**src/rtl/l2_mem_write_buffer_pkg.sv**
```systemverilog
// rtl/l2_mem_write_buffer_pkg.sv - shared widths, default depth and FSM states for the L2 write buffer
package l2_mem_write_buffer_pkg;
    localparam int LINE_W        = 128;
    localparam int LADDR_W       = 28;
    localparam int DEFAULT_DEPTH = 4;

    typedef enum logic [1:0] {IDLE, MEM_WR, MEM_RD, RESP} state_t;
endpackage

```
**src/rtl/l2_mem_write_buffer_wb_fifo.sv**
```systemverilog
// rtl/l2_mem_write_buffer_wb_fifo.sv - circular write-back line store with address match for hits and coalescing
module wb_fifo
    import l2_mem_write_buffer_pkg::*;
#(
    parameter int DEPTH = DEFAULT_DEPTH
) (
    input  logic                   clk,
    input  logic                   rst_n,
    input  logic [LADDR_W-1:0]     lk_addr,
    input  logic                   wr_en,
    input  logic [LINE_W-1:0]      wr_data,
    input  logic                   head_busy,
    input  logic                   pop,
    output logic                   wr_ok,
    output logic                   rd_hit,
    output logic [LINE_W-1:0]      rd_data,
    output logic [LADDR_W-1:0]     head_addr,
    output logic [LINE_W-1:0]      head_data,
    output logic [$clog2(DEPTH):0] count
);
    localparam int PTR_W = $clog2(DEPTH);
    localparam logic [PTR_W:0] FULL_CNT = (PTR_W+1)'(DEPTH);

    logic [LADDR_W-1:0] addr_q [DEPTH];
    logic [LINE_W-1:0]  data_q [DEPTH];
    logic [DEPTH-1:0]   valid;
    logic [PTR_W-1:0]   head, tail, idx, co_idx;
    logic               co_hit, not_full, do_push, do_coal;

    // Scan oldest to youngest so the youngest match wins; the in-flight head is never a coalesce target.
    always_comb begin
        rd_hit  = 1'b0;
        rd_data = '0;
        co_hit  = 1'b0;
        co_idx  = head;
        idx     = head;
        for (int i = 0; i < DEPTH; i++) begin
            idx = head + PTR_W'(i);
            if (valid[idx] && addr_q[idx] == lk_addr) begin
                rd_hit  = 1'b1;
                rd_data = data_q[idx];
                if (!(head_busy && idx == head)) begin
                    co_hit = 1'b1;
                    co_idx = idx;
                end
            end
        end
    end

    assign not_full  = (count != FULL_CNT);
    assign wr_ok     = co_hit || not_full;
    assign do_push   = wr_en && !co_hit && not_full;
    assign do_coal   = wr_en && co_hit;
    assign head_addr = addr_q[head];
    assign head_data = data_q[head];

    always_ff @(posedge clk or negedge rst_n) begin
        if (!rst_n) begin
            head  <= '0;
            tail  <= '0;
            count <= '0;
            valid <= '0;
        end else begin
            if (pop) begin
                valid[head] <= 1'b0;
                head        <= head + PTR_W'(1);
            end
            if (do_push) begin
                valid[tail] <= 1'b1;
                tail        <= tail + PTR_W'(1);
            end
            case ({do_push, pop})
                2'b10:   count <= count + (PTR_W+1)'(1);
                2'b01:   count <= count - (PTR_W+1)'(1);
                default: count <= count;
            endcase
        end
    end

    always_ff @(posedge clk) begin
        if (do_push) begin
            addr_q[tail] <= lk_addr;
            data_q[tail] <= wr_data;
        end else if (do_coal) begin
            data_q[co_idx] <= wr_data;
        end
    end
endmodule

```
**src/rtl/l2_mem_write_buffer.sv**
```systemverilog
// rtl/l2_mem_write_buffer.sv - L2 line write buffer: upstream hit/push service, read-miss and drain FSM
module l2_mem_write_buffer
    import l2_mem_write_buffer_pkg::*;
#(
    parameter int DEPTH = DEFAULT_DEPTH
) (
    input  logic               clk,
    input  logic               rst_n,
    input  logic               up_read,
    input  logic               up_write,
    input  logic [LADDR_W-1:0] up_addr,
    input  logic [LINE_W-1:0]  up_wdata,
    output logic [LINE_W-1:0]  up_rdata,
    output logic               up_ready,
    output logic               mem_read,
    output logic               mem_write,
    output logic [LADDR_W-1:0] mem_addr,
    output logic [LINE_W-1:0]  mem_wdata,
    input  logic [LINE_W-1:0]  mem_rdata,
    input  logic               mem_ready,
    output logic               wb_empty
);
    state_t                 state, state_nxt;
    logic [$clog2(DEPTH):0] count;
    logic                   rd_req, svc, wr_en, wr_ok, wr_go, rd_hit, rd_hit_go, rd_miss;
    logic                   has_entries, drain_go, head_busy, pop;
    logic [LINE_W-1:0]      rd_data, head_data;
    logic [LADDR_W-1:0]     head_addr;

    // A request stays asserted through its up_ready cycle; it must not be taken a second time.
    assign svc         = !up_ready && state != RESP;
    assign rd_req      = up_read && !up_write;
    assign wr_en       = svc && up_write;
    assign wr_go       = wr_en && wr_ok;
    assign rd_hit_go   = svc && rd_req && rd_hit;
    assign rd_miss     = svc && rd_req && !rd_hit;
    assign has_entries = (count != '0);
    assign drain_go    = state == IDLE && has_entries && !rd_miss;
    // Head is being launched or is on the bus; writes never coincide with reads so read priority is moot here.
    assign head_busy   = state == MEM_WR || (state == IDLE && has_entries);
    assign pop         = state == MEM_WR && mem_ready;
    assign wb_empty    = !has_entries && state != MEM_WR;

    wb_fifo #(.DEPTH(DEPTH)) u_fifo (
        .clk       (clk),
        .rst_n     (rst_n),
        .lk_addr   (up_addr),
        .wr_en     (wr_en),
        .wr_data   (up_wdata),
        .head_busy (head_busy),
        .pop       (pop),
        .wr_ok     (wr_ok),
        .rd_hit    (rd_hit),
        .rd_data   (rd_data),
        .head_addr (head_addr),
        .head_data (head_data),
        .count     (count)
    );

    always_ff @(posedge clk or negedge rst_n) begin
        if (!rst_n) state <= IDLE;
        else        state <= state_nxt;
    end

    always_comb begin
        state_nxt = state;
        case (state)
            IDLE: begin
                if (rd_miss)       state_nxt = MEM_RD;
                else if (drain_go) state_nxt = MEM_WR;
            end
            MEM_WR:  if (mem_ready) state_nxt = IDLE;
            MEM_RD:  if (mem_ready) state_nxt = RESP;
            RESP:    state_nxt = IDLE;
            default: state_nxt = IDLE;
        endcase
    end

    always_ff @(posedge clk or negedge rst_n) begin
        if (!rst_n) begin
            up_ready  <= 1'b0;
            up_rdata  <= '0;
            mem_read  <= 1'b0;
            mem_write <= 1'b0;
            mem_addr  <= '0;
            mem_wdata <= '0;
        end else begin
            up_ready <= 1'b0;
            case (state)
                IDLE: begin
                    if (rd_miss) begin
                        mem_read <= 1'b1;
                        mem_addr <= up_addr;
                    end else if (drain_go) begin
                        mem_write <= 1'b1;
                        mem_addr  <= head_addr;
                        mem_wdata <= head_data;
                    end
                end
                MEM_WR: if (mem_ready) mem_write <= 1'b0;
                MEM_RD: begin
                    if (mem_ready) begin
                        mem_read <= 1'b0;
                        up_rdata <= mem_rdata;
                        up_ready <= 1'b1;
                    end
                end
                default: ;
            endcase
            if (wr_go) up_ready <= 1'b1;
            if (rd_hit_go) begin
                up_ready <= 1'b1;
                up_rdata <= rd_data;
            end
        end
    end
endmodule

```
**config.mk**
```make
export PLATFORM = sky130hd
export DESIGN_NAME = l2_mem_write_buffer
export DESIGN_NICKNAME = d
export VERILOG_FILES = /design/src/rtl/l2_mem_write_buffer_pkg.sv /design/src/rtl/l2_mem_write_buffer_wb_fifo.sv /design/src/rtl/l2_mem_write_buffer.sv
export SDC_FILE = /design/constraint.sdc
export NUM_CORES = 2
export LEC_CHECK = 0
export CELL_PAD_IN_SITES_DETAIL_PLACEMENT = 1
export CELL_PAD_IN_SITES_GLOBAL_PLACEMENT = 2
export CORE_MARGIN = 2
export CORE_UTILIZATION = 45
export CTS_BUF_LIST = sky130_fd_sc_hd__clkbuf_8 sky130_fd_sc_hd__clkbuf_16
export DETAILED_ROUTE_END_ITERATION = 8
export PLACE_DENSITY_LB_ADDON = 0.1
export SYNTH_ARGS = -nofsm -noshare
export SYNTH_HDL_FRONTEND = slang
export SYNTH_SLANG_ARGS = --single-unit
```
**constraint.sdc**
```tcl
create_clock -name clk -period 37.8 [get_ports clk]
set_input_delay 5.67 -clock clk [delete_from_list [all_inputs] [get_ports clk]]
set_output_delay 5.67 -clock clk [all_outputs]
set_load 0.02 [all_outputs]
```
Word level (Yosys, flattened, before mapping)
Memories as Yosys holds them, arrays and structs flattened.
Index checks and enable logic that the tools add are counted.
Widths: inputs -> output; s select.
{"block": "word_totals", "input_bits": 289, "memories": 2, "word_cells": 162, "mem_bits_rw": 624, "ff_bits": 300}
{"memory": "u_fifo.data_q", "words": 4, "word_bits": 128, "read_ports": 4, "rd_clocked_by_memory_dff": 0, "wr": 1, "line": "l2_mem_write_buffer_wb_fifo.sv:25", "rtl": "logic [LINE_W-1:0] data_q [DEPTH];"}
{"memory": "u_fifo.addr_q", "words": 4, "word_bits": 28, "read_ports": 4, "rd_clocked_by_memory_dff": 0, "wr": 1, "line": "l2_mem_write_buffer_wb_fifo.sv:24", "rtl": "logic [LADDR_W-1:0] addr_q [DEPTH];"}
{"block": "op_classes", "n_bitwise": 4, "n_reduce_logical": 46, "n_mux": 65, "n_eq_ne": 21, "add_sub_neg": 6, "order_cmp": 7}
{"op": "$mux 128", "n": 8}
{"op": "$reduce_or 128->1", "n": 1}
{"op": "$eq 28x28->1", "n": 4}
{"op": "$mux 28", "n": 2}
{"op": "$mux 1", "n": 32}
{"op": "$logic_and 1x1->1", "n": 23}
{"op": "$mux 2", "n": 11}
{"op": "$lt 2x3->1 const B", "n": 5}
{"op": "$ne 2x2->1 const B", "n": 6}
{"op": "$reduce_bool 2->1", "n": 6}
{"op": "$reduce_and 3->1", "n": 3}
{"op": "$bmux 1 s2", "n": 4}
{"op": "$mux 4", "n": 2}
{"op": "$pmux 2 s4", "n": 1}
{"op": "$eq 2x2->1", "n": 3}
{"op": "$eq 2x2->1 const B", "n": 3}
{"op": "$logic_not 1->1", "n": 6}
{"op": "$ne 3x3->1 const B", "n": 2}
{"op": "$pmux 3 s2", "n": 1}
{"op": "$add 2x1->2 const B", "n": 2}
{"op": "$add 2x2->2 const B", "n": 2}
{"op": "$and 4x4->4", "n": 1}
{"op": "$demux 1 s2", "n": 2}
{"op": "$eq 2x1->1 const B", "n": 2}
{"op": "13 further kinds", "n": 17}

Longest topological paths before layout
{"block": "logic_depth", "depth_word": 18, "mapped_depth": 30}

By module
Synthesis repeated with hierarchy kept, for this count alone.
{"block": "hier_totals", "cells_unflattened": 3566, "hier_area_um2": 55059.1}
{"mod": "wb_fifo", "area_each_um2": 42025.3, "instances": 1, "cells_each": 2702}
{"mod": "l2_mem_write_buffer", "area_each_um2": 13033.8, "instances": 1, "cells_each": 864}

Least setup slack after synthesis
OpenSTA, ideal clock, no wires.
{"block": "synth_path", "path_kind": "in2reg", "from": "in up_addr[8]", "to": "mem u_fifo.data_q[3][0], enable pin", "stages": 11, "setup_slack_ps": 19506, "setup_ps": 803, "arrival_time_ps": 17491, "path_buffers": 3, "required_time_ps": 36997, "cell_sequence": "clkbuf_1 > a22o_1 > or4_1 > a2111o_1 > or4_4 > or2_1 > buf_2 > clkbuf_1 > nor2_1 > nor3_1 > o31ai_1"}
{"block": "synth_between", "elab_chain_len": 16, "elab_cells_between_ends": 32, "classes_between": "4 x eq/ne; 19 x mux; 9 x reduce/logical"}
{"element": "from (decl)", "line": "l2_mem_write_buffer.sv:11", "rtl": "input logic [LADDR_W-1:0] up_addr,"}
{"element": "$eq 28x28->1", "line": "l2_mem_write_buffer_wb_fifo.sv:39", "rtl": "if (valid[idx] && addr_q[idx] == lk_addr) begin"}
{"element": "$logic_and 1x1->1", "line": "l2_mem_write_buffer_wb_fifo.sv:39"}
{"element": "$mux 1", "line": "l2_mem_write_buffer_wb_fifo.sv:39"}
{"element": "$mux 1", "line": "l2_mem_write_buffer_wb_fifo.sv:42", "rtl": "if (!(head_busy && idx == head)) begin"}
{"element": "$mux 1", "line": "l2_mem_write_buffer_wb_fifo.sv:39"}
{"element": "$mux 1", "line": "l2_mem_write_buffer_wb_fifo.sv:42"}
{"element": "$mux 1", "line": "l2_mem_write_buffer_wb_fifo.sv:39"}
{"element": "$mux 1", "line": "l2_mem_write_buffer_wb_fifo.sv:42"}
{"element": "$mux 1", "line": "l2_mem_write_buffer_wb_fifo.sv:39"}
{"element": "$logic_not 1->1", "line": "l2_mem_write_buffer_wb_fifo.sv:52", "rtl": "assign do_push = wr_en && !co_hit && not_full;"}
{"element": "$logic_and 1x1->1 (2 in a row)", "line": "l2_mem_write_buffer_wb_fifo.sv:52"}
{"element": "$mux 1", "line": "l2_mem_write_buffer_wb_fifo.sv:81", "rtl": "if (do_push) begin"}
{"element": "$mux 1 (implied by the code)", "line": "l2_mem_write_buffer_wb_fifo.sv:85", "rtl": "data_q[co_idx] <= wr_data;"}
{"element": "$reduce_or 128->1 (no source line)"}
{"element": "$mux 2 (no source line) or $mux 1 (tied branches)"}
{"element": "to (decl)", "line": "l2_mem_write_buffer_wb_fifo.sv:25"}
Several ways; a longest one is shown, not always the timed one.

Worst setup path in the final report
{"block": "layout_path", "from": "in up_addr[8]", "to": "mem u_fifo.data_q[0][5], enable pin"}
Same word-level chain as after synthesis.

==> impl_metrics.env <==
export IMPL_core_um2=116000
export IMPL_synth_top_area_cell="edfxtp_1"
export IMPL_cpLargestDelayFamily="buffers and inverters"
export IMPL_synth_common_cells="edfxtp_1, mux4_2, dfrtp_1, mux2i_1, nand2_1"
export IMPL_io_buffers=576
export IMPL_synthesis_area_um2=52400
export IMPL_fin_ws_ps=25790
export IMPL_syn_area_per_cell_um2=15.5
export IMPL_met1_length_um=70900
export IMPL_tns_ps=0
export IMPL_pre_cts_slack_ps=25070
export IMPL_grt_pass1_wl_um=267000
export IMPL_syn_nets=3669
export IMPL_clock_path_buffers=3
export IMPL_slowest_stage="buf_4"
export IMPL_wl_met2_um=89000
export IMPL_nNetsFinal=4094
export IMPL_hold_buffers=0
export IMPL_fin_util_pct=54.0
export IMPL_required_ps=38110
export IMPL_grt_pass1_vias=38700
export IMPL_path_buf_inv=4
export IMPL_rows=125
export IMPL_dpl_cell_area_um2=59100
export IMPL_cellPowerDensity_nw_per_um2=88.6
export IMPL_cp_common_cell="buf_4"
export IMPL_timing_final_max_slew_violations=0
export IMPL_worstSkewPairLatency_ps=700
export IMPL_path_clk_slew_ps=60
export IMPL_cts_resized=0
export IMPL_synth_edff_count=624
export IMPL_cp_end_kind="flop"
export IMPL_ys_ff_latch=924
export IMPL_peakVddDrop_v=0.0000778
export IMPL_dieArea_um2=119000
export IMPL_tightest_slew_ps=1310
export IMPL_status="finished, final reports clean"
export IMPL_ant_nets=0
export IMPL_h_tree_depth=3
export IMPL_synth_cell_types=76
export IMPL_cts_sinks=924
export IMPL_setup_viol=0
export IMPL_cts_setup_buffers=0
export IMPL_final_area_um2=62500
export IMPL_synthTopCellsByArea="edfxtp_1, mux4_2, dfrtp_1"
export IMPL_totalWireLength_um=181000
export IMPL_synth_top_cell_area_share_pct=35.8
export IMPL_cts_tree="done"
export IMPL_crit_path_start_kind="input port"
export IMPL_start_util_pct=45.2
export IMPL_path_class="in2reg"
export IMPL_skew_ps=33.2
export IMPL_maxSlewHeadroom_pct=12.3
export IMPL_fmax_mhz=83.2
export IMPL_die_height_um=345
export IMPL_synth_async_sr_flop_share_pct=32.5
export IMPL_ios=577
export IMPL_wl_met3_um=14100
export IMPL_dr_pass1_iters=6
export IMPL_fin_crit_sh_pct=31.8
export IMPL_syn_to_final_growth_pct=19.4
export IMPL_routabilityCongestion=0.940
export IMPL_netlist_instances=3370
export IMPL_yosysMostFrequentCell="edfxtp_1"
export IMPL_maxCapViolCount=0
export IMPL_wl_per_cell_um=33.3
export IMPL_drtIter0Drc=3240
export IMPL_rsz0062_at_grt="no"
export IMPL_drive_above_1_share_pct=22.0
export IMPL_ys_warn_count=0
export IMPL_finalHoldViolCount=0
export IMPL_cp_cell_sequence="clkdlybuf4s50_1 > a22o_1 > or4_1 > a2111o_1 > or4_4 > or2_4 > buf_4 > nor3_1 > nor3_1 > mux2i_4 > buf_4 > buf_4"
export IMPL_grt_overflow_total=0
export IMPL_grt_max_degree=172
export IMPL_die_w_um=345
export IMPL_drc=0
export IMPL_hpwl_um=113000
export IMPL_highest_layer="met5"
export IMPL_ys_flop_type="edfxtp_1"
export IMPL_cellLeakagePower_uw=0.0222
export IMPL_groute_usage_overall_pct=30.0
export IMPL_worst_path_max_fanout=70
export IMPL_cts_root_buf="clkbuf_16"
export IMPL_cp_arrival_ps=12320
export IMPL_vias=36400
export IMPL_antenna_found_initial=39
export IMPL_period_minus_slack_ps=12010
export IMPL_cp_slowest_stage_delay_ps=910
export IMPL_worst_hold_path_type="reg2reg"
export IMPL_cts_made_buffers=105
export IMPL_viasPerCell=6.71
export IMPL_ys_seq_area_share_pct=50.1
## cell families (layout without fill, tap and decap cells)
logic type	after synthesis	in the layout	share of synthesized area, %
mux	953	953	32.6
flops	924	924	50.1
simple gates	602	602	5.59
compound gates	415	415	6.49
buf+inv	373	885	3.38
xor+xnor	93	93	1.56
fa+ha+maj	10	10	0.253
other cells	0	23	0
## area by class of cell
type / instances / area [µm²]
Clock buffer: 119 / 2840
Timing Repair Buffer: 632 / 6270
Tap cell: 1524 / 1910
Clock inverter: 75 / 507
Fill cell: 10800 / 53400
Sequential cell: 924 / 26300
Inverter: 59 / 221
Multi-Input combinational cell: 2073 / 24500
Antenna cell: 23 / 57.6
## power by group
part / internal, µW / leakage [µW] / switching [µW]
combinational: 1420 / 0.0112 / 1480
clock: 574 / 0.00178 / 426
sequential: 1390 / 0.00925 / 248
total: 3380 / 0.0222 / 2160
## state kept, by name, summed over array words and instances (netlist names)
register       flops
u_fifo.addr_q    112
u_fifo.head        2
mem_addr          28
up_ready           1
u_fifo.valid       4
mem_write          1
u_fifo.tail        2
state              2
mem_read           1
u_fifo.data_q    512
mem_wdata        128
up_rdata         128
u_fifo.count       3
## placed cells by master (no fill, tap or decap), types with 8 or more instances in the layout
| cell type | count |
|---|---|
| mux2i_1 | 212 |
| edfxtp_1 | 624 |
| a2bb2oi_1 | 104 |
| nor4_1 | 8 |
| o22ai_1 | 13 |
| or3_1 | 130 |
| inv_1 | 90 |
| o21ai_0 | 22 |
| clkinv_1 | 10 |
| nor3_1 | 39 |
| buf_4 | 50 |
| nand4_1 | 19 |
| ha_1 | 8 |
| nand3_1 | 15 |
| clkbuf_8 | 12 |
| xnor2_1 | 91 |
| nand2_1 | 185 |
| nor2_1 | 149 |
| mux2_1 | 123 |
| clkinv_2 | 21 |
| mux4_2 | 588 |
| a21oi_1 | 16 |
| a22oi_1 | 9 |
| clkdlybuf4s50_1 | 575 |
| clkbuf_16 | 107 |
| diode_2 | 23 |
| dfrtp_1 | 298 |
| a221oi_1 | 159 |
| o211ai_1 | 35 |
| mux2_2 | 28 |
## worst reg2reg max path, delay by kind of cell (launching register included)
| kind | cells | cell delay (ps) |
|---|---|---|
| fa+ha+maj | 1 | 610 |
| buf+inv | 6 | 3790 |
| mux | 2 | 1510 |
| simple gates | 3 | 1580 |
| flops | 1 | 1030 |
| compound gates | 4 | 920 |
## through the flow
step | std cells | hold slack [ps] | total power, µW
6_report | 5429 | 482 | 5540
5_1_grt | 5424 | 503 | 5810
4_1_cts | 5406 | 489 | 5580
3_5_place_dp | 5212 | 475 | 4560
3_3_place_gp | 5212 | 462 | 4490
2_1_floorplan | 3370 | 464 | 3620
## path summary, 6_finish.rpt
kind	end	slack, ps	cells after the start	startpoint
setup / recovery	u_fifo.data_q[0][5]$_DFFE_PP_	25790	12	up_addr[8]
hold / removal	mem_wdata[3]$_DFFE_PN0P_	480	1	mem_wdata[3]$_DFFE_PN0P_
setup reg to reg	u_fifo.data_q[0][5]$_DFFE_PP_	27920	16	u_fifo.head[0]$_DFFE_PN0P_
hold reg to reg	mem_wdata[3]$_DFFE_PN0P_	480	1	mem_wdata[3]$_DFFE_PN0P_
max in group asynchronous	mem_addr[13]$_DFFE_PN0P_	30930	3	rst_n
min in group asynchronous	mem_addr[27]$_DFFE_PN0P_	4930	1	rst_n
## layer usage
metal  vias up  GRT usage [%]
met5         -              0
met4        34           11.5
met3       298           6.34
met2      1647           49.7
met1     19600           39.1
li1      14800              -
(Power assumes the default switching activity.)
